[config.mk]
export PLATFORM = sky130hd
export DESIGN_NAME = alu_mul_sequencer
export DESIGN_NICKNAME = d
export VERILOG_FILES = /design/src/rtl/alu_mul_sequencer.sv
export SDC_FILE = /design/constraint.sdc
export NUM_CORES = 1
export LEC_CHECK = 0
export CORE_ASPECT_RATIO = 0.9
export CORE_MARGIN = 2
export CORE_UTILIZATION = 30
export DETAILED_ROUTE_END_ITERATION = 10
export PLACE_DENSITY = 0.69
export SLEW_MARGIN = 0
export SYNTH_ARGS = -nofsm -noshare
export SYNTH_HDL_FRONTEND = slang
export SYNTH_SLANG_ARGS = --single-unit
export TNS_END_PERCENT = 100
[constraint.sdc]
create_clock -name clk -period 1.7 [get_ports clk]
set_input_delay 0.17 -clock clk [delete_from_list [all_inputs] [get_ports clk]]
set_output_delay 0.17 -clock clk [all_outputs]
set_load 0.02 [all_outputs]
[src/rtl/alu_mul_sequencer.sv]
// Shift-and-add multiplier controller that borrows the shared ALU for its additions.
// Optional `define ALU_SEQ_PERF_EN adds perf_cycles/perf_stalls counters.
module alu_mul_sequencer #(
  parameter int unsigned XLEN       = 32,
  parameter int unsigned EARLY_EXIT = 1
) (
  input  logic            clk,
  input  logic            reset,
  input  logic            start,
  input  logic [XLEN-1:0] op_a,
  input  logic [XLEN-1:0] op_b,
  output logic            busy,
  output logic            done,
  output logic [XLEN-1:0] product,
  output logic            alu_req,
  input  logic            alu_gnt,
  output logic [XLEN-1:0] alu_srca,
  output logic [XLEN-1:0] alu_srcb,
  output logic [2:0]      alu_ctrl,
  input  logic [XLEN-1:0] alu_result
`ifdef ALU_SEQ_PERF_EN
  ,
  output logic [15:0]     perf_cycles,
  output logic [15:0]     perf_stalls
`endif
);

  localparam int unsigned CntW    = 5;
  localparam logic [CntW-1:0] CntLast = CntW'(XLEN - 1);
  localparam logic [2:0]  AluAdd  = 3'b000;

  localparam logic [1:0] StIdle  = 2'd0;
  localparam logic [1:0] StCheck = 2'd1;
  localparam logic [1:0] StAdd   = 2'd2;
  localparam logic [1:0] StDone  = 2'd3;

  logic [1:0]      state_q, state_d;
  logic [XLEN-1:0] acc_q, acc_d;
  logic [XLEN-1:0] mcand_q, mcand_d;
  logic [XLEN-1:0] mplier_q, mplier_d;
  logic [CntW-1:0] cnt_q, cnt_d;
  logic [XLEN-1:0] product_q, product_d;
  logic            do_step;
  logic            accept;

  assign accept = (state_q == StIdle) && start;

  always_comb begin
    state_d   = state_q;
    acc_d     = acc_q;
    mcand_d   = mcand_q;
    mplier_d  = mplier_q;
    cnt_d     = cnt_q;
    product_d = product_q;
    do_step   = 1'b0;

    case (state_q)
      StIdle: begin
        if (start) begin
          acc_d    = '0;
          mcand_d  = op_a;
          mplier_d = op_b;
          cnt_d    = '0;
          state_d  = StCheck;
        end
      end
      StCheck: begin
        if (mplier_q[0]) begin
          state_d = StAdd;
        end else begin
          do_step = 1'b1;
        end
      end
      StAdd: begin
        // Request/operands stay put until the main controller grants the ALU.
        if (alu_gnt) begin
          acc_d   = alu_result;
          do_step = 1'b1;
        end
      end
      StDone: begin
        product_d = acc_q;
        state_d   = StIdle;
      end
      default: state_d = StIdle;
    endcase

    if (do_step) begin
      mcand_d  = mcand_q << 1;
      mplier_d = mplier_q >> 1;
      cnt_d    = cnt_q + CntW'(1);
      if ((cnt_q == CntLast) || ((EARLY_EXIT != 0) && (mplier_d == '0))) begin
        state_d = StDone;
      end else begin
        state_d = StCheck;
      end
    end
  end

  always_ff @(posedge clk) begin
    if (reset) begin
      state_q   <= StIdle;
      acc_q     <= '0;
      mcand_q   <= '0;
      mplier_q  <= '0;
      cnt_q     <= '0;
      product_q <= '0;
    end else begin
      state_q   <= state_d;
      acc_q     <= acc_d;
      mcand_q   <= mcand_d;
      mplier_q  <= mplier_d;
      cnt_q     <= cnt_d;
      product_q <= product_d;
    end
  end

  always_comb begin
    busy     = (state_q != StIdle);
    done     = (state_q == StDone);
    // Final accumulator is visible in the DONE cycle itself, then held in product_q.
    product  = done ? acc_q : product_q;
    alu_req  = (state_q == StAdd);
    alu_srca = alu_req ? acc_q : '0;
    alu_srcb = alu_req ? mcand_q : '0;
    alu_ctrl = AluAdd;
  end

`ifdef ALU_SEQ_PERF_EN
  logic [15:0] cyc_q, cyc_d;
  logic [15:0] stall_q, stall_d;
  logic [15:0] perf_cycles_q, perf_cycles_d;
  logic [15:0] perf_stalls_q, perf_stalls_d;

  always_comb begin
    cyc_d         = cyc_q;
    stall_d       = stall_q;
    perf_cycles_d = perf_cycles_q;
    perf_stalls_d = perf_stalls_q;
    // cyc_q equals the number of cycles since the accepted start edge.
    if (accept) begin
      cyc_d   = 16'd1;
      stall_d = '0;
    end else if ((state_q == StCheck) || (state_q == StAdd)) begin
      if (cyc_q != 16'hFFFF) cyc_d = cyc_q + 16'd1;
      if ((state_q == StAdd) && !alu_gnt && (stall_q != 16'hFFFF)) stall_d = stall_q + 16'd1;
    end
    if (state_q == StDone) begin
      perf_cycles_d = cyc_q;
      perf_stalls_d = stall_q;
    end
  end

  always_ff @(posedge clk) begin
    if (reset) begin
      cyc_q         <= '0;
      stall_q       <= '0;
      perf_cycles_q <= '0;
      perf_stalls_q <= '0;
    end else begin
      cyc_q         <= cyc_d;
      stall_q       <= stall_d;
      perf_cycles_q <= perf_cycles_d;
      perf_stalls_q <= perf_stalls_d;
    end
  end

  assign perf_cycles = (state_q == StDone) ? cyc_q : perf_cycles_q;
  assign perf_stalls = (state_q == StDone) ? stall_q : perf_stalls_q;
`else
  logic unused_accept;
  assign unused_accept = accept;
`endif

endmodule
==> results.json, run 1 <==
{
  "switchingPower_uw": 6018,
  "violations": "negative setup slack",
  "drc": 0,
  "finalHoldViolCount": 0,
  "power-per-cell-area_mw_per_mm2": 1428,
  "crit-reg2reg-launch": "state_q[1]",
  "timing.reg2reg.worst_path_depth": 10,
  "cts-root-buf": "clkbuf_16",
  "via_count_of_the_first_global_routing_pass": 6179,
  "grt_pass1_wl_um": 33180,
  "fmax_mhz": 531.4,
  "critical_path_arrival_ns": 1.71,
  "seq_area_frac_synth": 0.4352,
  "power_frac_comb": 0.485,
  "outcome": "complete, but fails checks",
  "timing_worst_setup_path_type": "register to output pin",
  "finalCoreUtilization": 0.5703,
  "globalRoute.totalOverflow": 0,
  "ys.warnings.count": 0,
  "pin_count_of_the_biggest_net_entering_global_routing": 47,
  "layout.cell_area.non_filler_sq_mm": 0.01150,
  "cts-hold-fix-buffers": 0,
  "drt_initial_violations": 319,
  "fin_nets": 1109,
  "worst_ir_drop_vdd_mv": 0.6944,
  "post_route_cells_drive_above_1_share": 0.4321,
  "layout-area-overhead-vs-synth_pct": 85.23,
  "dpl_worst_slack_ns": -0.1569,
  "slew_headroom": 0.6417,
  "cp_max_fo": 8,
  "initial_core_util": 0.3079,
  "vias_per_cell": 5.201,
  "tritoncts_clock_tree": "built",
  "syn_avg_cell_area_sq_um": 8.335,
  "postLayoutSetupSlackWorst_ns": -0.1819,
  "worstHoldPathCells": 2,
  "worst_setup_hold_path_clk_slew_ns": 0.06,
  "power.clock.fraction": 0.243,
  "crit_path_launch": "state_q[1]",
  "slew_viol_final": 0,
  "reg2reg_slack_ns": -0.17,
  "drtAntennaViolNets": 0,
  "leakage_uw": 0.004491,
  "clk_latency_ns": 0.42,
  "critical_path_end_type": "output pin",
  "grtUsageTotal": 0.1907,
  "clock_skew_ns": 0.009893,
  "boundaryPins": 202,
  "postSynthCellCount": 745,
  "internal_power_uw": 10400,
  "yosysUniqueCellTypes": 34,
  "critPathLaunchType": "register",
  "postSynthRegisterBits": 135,
  "finalCriticalPeriod_ns": 1.882,
  "gp_congestion": 0.7630,
  "antenna_cells": 0,
  "fp.dieW_um": 155.7,
  "core_area_sq_mm": 0.02017,
  "layout.filler_cells": 1687,
  "numPortBuffers": 198,
  "synthesis.area_sq_mm": 0.006210,
  "slew_of_the_pin_with_the_lowest_slew_margin_ns": 0.5374,
  "worst_hold_path.endpoint": "state_q[0]",
  "finalWirelength_um": 23750,
  "critical_path.reg2reg.endpoint": "mplier_q[15]",
  "cts_max_path_bufs": 2,
  "hold_ws_ns": 0.2121,
  "cts_made_buffers": 17,
  "final.period_utilization": 1.107,
  "final-setup-viol-count": 189,
  "timing.max_cap.violations": 0,
  "htree_levels": 4,
  "floorplan.die_area_sq_mm": 0.02187,
  "share_seq_of_total_power": 0.272,
  "holdCritStartpoint": "reset",
  "hpwlAfterDp_um": 13040,
  "worst_ep_required_time_ns": 1.53,
  "wire_per_inst_um": 18.68,
  "cts_sinks": 135,
  "chipHeight_um": 140.5,
  "power_switching_share": 0.3665,
  "final_setup_tns_ns": -16.96,
  "num_vias": 6611,
  "grt_antenna_before_repair": 0,
  "first_drt_pass_iteration_count": 5,
  "dpl_cell_area_sq_mm": 0.008716,
  "fp-row-count": 49,
  "worstHoldPathType": "input port to register",
  "grt_setup_unrepaired": "yes"
}
## synth_stat cells
| master | number | area (sq um) |
|---|---|---|
| nor3_1 | 3 | 15.01 |
| conb_1 | 1 | 3.750 |
| and2_4 | 1 | 8.760 |
| and2b_1 | 1 | 7.510 |
| inv_1 | 3 | 11.26 |
| o21ai_1 | 1 | 5.000 |
| ha_1 | 6 | 75.07 |
| a311oi_1 | 63 | 551.8 |
| nor3b_1 | 1 | 7.510 |
| nor2_1 | 65 | 244.0 |
| or3b_2 | 1 | 8.760 |
| buf_4 | 3 | 22.52 |
| nand2b_1 | 2 | 12.51 |
| buf_6 | 4 | 45.04 |
| dfxtp_1 | 135 | 2703 |
| o21ai_4 | 1 | 16.27 |
| and3_1 | 1 | 6.260 |
| clkbuf_1 | 40 | 150.1 |
| buf_1 | 3 | 11.26 |
| o31a_1 | 1 | 8.760 |
| o21ai_0 | 2 | 10.01 |
| nor2b_1 | 32 | 200.2 |
| and2_1 | 65 | 406.6 |
| nor4_1 | 7 | 43.79 |
| buf_2 | 24 | 120.1 |
| mux2_2 | 33 | 371.6 |
| nand2_1 | 98 | 367.9 |
| a221oi_1 | 1 | 8.760 |
| nand3_1 | 99 | 495.5 |
| a211o_1 | 1 | 8.760 |
| nand4_1 | 2 | 12.51 |
| mux2i_1 | 4 | 40.04 |
| a21oi_1 | 39 | 195.2 |
| o21a_1 | 2 | 15.01 |
## state kept, by name, summed over array words and instances (netlist names)
| name | flops |
|---|---|
| mplier_q | 32 |
| product_q | 32 |
| mcand_q | 32 |
| cnt_q | 5 |
| state_q | 2 |
| acc_q | 32 |
## kinds of logic after synthesis
| family | count (synthesis) | share of synthesized area |
|---|---|---|
| simple gates | 378 | 0.2958 |
| compound gates | 111 | 0.1320 |
| mux | 37 | 0.06629 |
| flops | 135 | 0.4352 |
| fa+ha+maj | 6 | 0.01209 |
| buf+inv | 77 | 0.05803 |
| other cells | 1 | 0.0006039 |
## layer usage
layer,GRT usage,vias up,share of wire
li1,-,3125,-
met1,0.2510,3207,0.43
met2,0.3158,255,0.50
met3,0.05012,24,0.061
met4,0.03911,0,0.010
met5,0,-,0
## cell type report
type / count / area [sq um] / area share
multi-input cells: 535 / 4099 / 0.3564
repair buffers: 311 / 3725 / 0.3238
inverters: 3 / 18.77 / 0.001632
flip-flops and latches: 135 / 2710 / 0.2356
well taps: 255 / 319.1 / 0.02774
clock buffers: 20 / 456.7 / 0.03970
clock inverters: 12 / 173.9 / 0.01512
## stage by stage
step | cells | power (uW)
after floorplan | 747 | 6931
after global placement | 1167 | 8680
after detailed placement | 1167 | 8758
after CTS | 1243 | 14280
after global routing | 1271 | 17160
final | 1271 | 16420
## placed cells by master, fill, tap and decap left out, types with 6 or more instances in the layout
| cell | count |
|---|---|
| a311oi_2 | 34 |
| a21oi_1 | 20 |
| a21oi_2 | 18 |
| a311oi_1 | 29 |
| buf_16 | 8 |
| nor2b_1 | 32 |
| buf_6 | 110 |
| and2_4 | 25 |
| clkdlybuf4s15_2 | 12 |
| clkbuf_16 | 27 |
| buf_4 | 34 |
| nor2_1 | 22 |
| nor4_1 | 7 |
| mux2_4 | 29 |
| nor2_2 | 22 |
| buf_2 | 8 |
| buf_12 | 28 |
| nand3_4 | 10 |
| nor2_4 | 21 |
| and2_1 | 41 |
| nand2_1 | 89 |
| nand2_2 | 6 |
| clkdlybuf4s50_1 | 97 |
| dfxtp_1 | 133 |
| nand3_1 | 85 |
## worst max-delay path by stage
stage	end	cells past startpoint
3_3_place_gp	product[18]	4
2_1_floorplan	product_q[10]	5
5_1_grt	mcand_q[3]	10
6_report	product[7]	5
4_1_cts	product[8]	5
3_5_place_dp	product[18]	4
## timing repair
action / CTS / global route
setup endpoints to repair: 188 / 189
setup buffers: 31 / 20
gates resized for setup: 536 / 277
gates cloned: 13 / 15
pin swaps: 48 / 62
## critical path, stage by stage (launching register included)
cell,delay (ns)
dfxtp_4,0.37
ha_4,0.20
buf_12,0.15
buf_12,0.12
mux2_4,0.31
buf_6,0.13
## power by group through the flow
stage	registers, uW	logic (uW)	clock network, uW
after floorplan	4200	2730	0
after global placement	4330	4340	0
after detailed placement	4350	4410	0
after CTS	4360	5860	4060
after global routing	4550	8380	4220
final	4470	7960	3990
Note: power is estimated with default switching activity, not from simulation.
==> inputs of run 2 (changes only) <==
--- a/config.mk
+++ b/config.mk
@@ -10,6 +10,7 @@
 export CORE_UTILIZATION = 30
 export DETAILED_ROUTE_END_ITERATION = 10
 export PLACE_DENSITY = 0.69
+export SETUP_SLACK_MARGIN = 0.02
 export SLEW_MARGIN = 0
 export SYNTH_ARGS = -nofsm -noshare
 export SYNTH_HDL_FRONTEND = slang
==> run 2 against run 1 <==
Against the previous run: flip-flop and latch count is the same; clock power down 14%; maximum frequency is 3.5% lower; count of clock-buffer cells in the layout grew 3; final area fell by 1.9%; die area did not move; combinational power is 7.0% lower; worst setup slack worse by 0.068 ns; the flow still finishes with violations (negative setup slack).
==> results.json, run 2 (synthesis gave the netlist of run 1 again) <==
{
  "outcome": "complete, but fails checks",
  "violations": "negative setup slack",
  "grtUsageTotal": 0.1782,
  "boundaryPins": 202,
  "cts_made_buffers": 17,
  "gp_congestion": 0.7538,
  "final-setup-viol-count": 176,
  "chipHeight_um": 140.5,
  "core_area_sq_mm": 0.02017,
  "worstHoldPathCells": 2,
  "power.clock.fraction": 0.224,
  "dpl_worst_slack_ns": -0.2157,
  "tritoncts_clock_tree": "built",
  "postLayoutSetupSlackWorst_ns": -0.2499,
  "drc": 0,
  "cts-root-buf": "clkbuf_16",
  "first_drt_pass_iteration_count": 5,
  "met1_length_um": 10250,
  "share_seq_of_total_power": 0.292,
  "detailed_route_wirelength_on_metal2_um": 11520,
  "grt_antenna_before_repair": 0,
  "power_frac_comb": 0.484,
  "wire_per_inst_um": 18.62,
  "pin_count_of_the_biggest_net_entering_global_routing": 54,
  "critPathLaunchType": "register",
  "worst_setup_hold_path_clk_slew_ns": 0.06,
  "antenna_cells": 0,
  "mostFrequentLayoutCell": "dfxtp_1",
  "fin_nets": 1105,
  "top_layer": "met4",
  "switchingPower_uw": 5778,
  "instances_no_fill": 1265,
  "worst_ir_drop_vdd_mv": 0.9924,
  "htree_levels": 4,
  "placedCellCount": 1167,
  "slew_viol_final": 0,
  "initial_core_util": 0.3079,
  "clock_skew_ns": 0.008276,
  "num_vias": 6519,
  "hpwlAfterDp_um": 13020,
  "timing_worst_setup_path_type": "register to output pin",
  "finalHoldViolCount": 0,
  "cp_max_fo": 15,
  "fp-row-count": 49,
  "timing.reg2reg.worst_path_depth": 10,
  "power_switching_share": 0.3777,
  "timing.max_cap.violations": 0,
  "post_route_cells_drive_above_1_share": 0.4525,
  "leakage_uw": 0.004555,
  "multi_input_area_sq_mm": 0.004113,
  "vias_per_cell": 5.153,
  "numPortBuffers": 198,
  "drt_initial_violations": 345,
  "critical_path_arrival_ns": 1.78,
  "layout-area-overhead-vs-synth_pct": 81.74,
  "clk_latency_ns": 0.42,
  "dpl_cell_area_sq_mm": 0.008731,
  "floorplan.die_area_sq_mm": 0.02187,
  "cts_sinks": 135,
  "globalRoute.totalOverflow": 0,
  "worstHoldPathType": "input port to register",
  "grt_setup_unrepaired": "yes",
  "mostFrequentLayoutCells": "dfxtp_1 (133), buf_6 (105), clkdlybuf4s50_1 (97), nand3_1 (84), nand2_1 (76)",
  "via_count_of_the_first_global_routing_pass": 6057,
  "layout.filler_cells": 1722,
  "fmax_mhz": 512.9,
  "fp.dieW_um": 155.7,
  "critical_path_end_type": "output pin",
  "layout.cell_area.non_filler_sq_mm": 0.01129,
  "dr_wl_met3_um": 1445,
  "finalCoreUtilization": 0.5595,
  "drtAntennaViolNets": 0,
  "worst_ep_required_time_ns": 1.53,
  "internal_power_uw": 9519,
  "final.period_utilization": 1.147,
  "final_setup_tns_ns": -22.67,
  "finalWirelength_um": 23560,
  "cts_max_path_bufs": 2,
  "grt_pass1_wl_um": 31330,
  "power-per-cell-area_mw_per_mm2": 1355,
  "finalCriticalPeriod_ns": 1.950,
  "ff_latch_area_sq_mm": 0.002710
}
==> run 2: changes by cell type in the layout (fill, tap and decap cells not counted), sizes merged, moves of 2 or more <==
cell	before	now
clkdlybuf4s15	12	0
clkbuf	30	38
buf	191	195
bufinv	4	0
clkinv	6	4
==> run 2: path summary, 6_finish.rpt <==
path	start	endpoint	slack, ns
max reg2reg	state_q[1]	mcand_q[29]	-0.21
max	state_q[1]	product[30]	-0.25
min	reset	acc_q[27]	0.15
min reg2reg	acc_q[22]	acc_q[22]	0.47
==> run 2: metal layers <==
metal / track usage / vias to the layer above
met5: 0 / -
met4: 0.03718 / 0
met3: 0.05074 / 25
met2: 0.2920 / 243
met1: 0.2342 / 3140
li1: - / 3111
==> run 2: repair_timing <==
| action | 4_1_cts | 5_1_grt |
|---|---|---|
| endpoints found under the setup margin | 192 | 194 |
| resized for setup | 476 | 378 |
| setup buffers | 18 | 34 |
| cloned | 8 | 17 |
| hold buffers | 0 | 0 |
| pin swaps | 28 | 86 |
==> run 2: metrics by stage <==
| step | hold WS, ns | total power (uW) |
|---|---|---|
| floorplan | 0.3219 | 6963 |
| global placement | 0.4509 | 8645 |
| finish | 0.1506 | 15300 |
| detailed placement | 0.4583 | 8734 |
| CTS | 0.1184 | 13010 |
| global route | 0.1413 | 16040 |
==> run 2: power by group through the flow <==
stage	clock, uW	sequential, uW	combinational, uW
2_1_floorplan	0	4220	2740
4_1_cts	3490	4320	5200
3_5_place_dp	0	4380	4360
6_report	3430	4470	7400
5_1_grt	3630	4570	7840
3_3_place_gp	0	4370	4280
==> run 2: layout make-up <==
type | count | area share
well taps | 255 | 0.02827
clock inverters | 7 | 0.003880
multi-input cells | 535 | 0.3644
flip-flops and latches | 135 | 0.2401
inverters | 3 | 0.001663
repair buffers | 307 | 0.3174
clock buffers | 23 | 0.04424
==> run 2: worst max-delay path: stages, from the launching register on <==
cell,delay [ns]
dfxtp_4,0.37
buf_6,0.10
ha_4,0.18
buf_12,0.17
mux2_2,0.37
buf_2,0.17
==> inputs of run 3 (changes only) <==
--- a/config.mk
+++ b/config.mk
@@ -9,6 +9,7 @@
 export CORE_MARGIN = 2
 export CORE_UTILIZATION = 30
 export DETAILED_ROUTE_END_ITERATION = 10
+export HOLD_SLACK_MARGIN = 0.03
 export PLACE_DENSITY = 0.69
 export SETUP_SLACK_MARGIN = 0.02
 export SLEW_MARGIN = 0
==> results of run 3 <==
The final DEF is identical to that of run 2; final timing and power are the same.
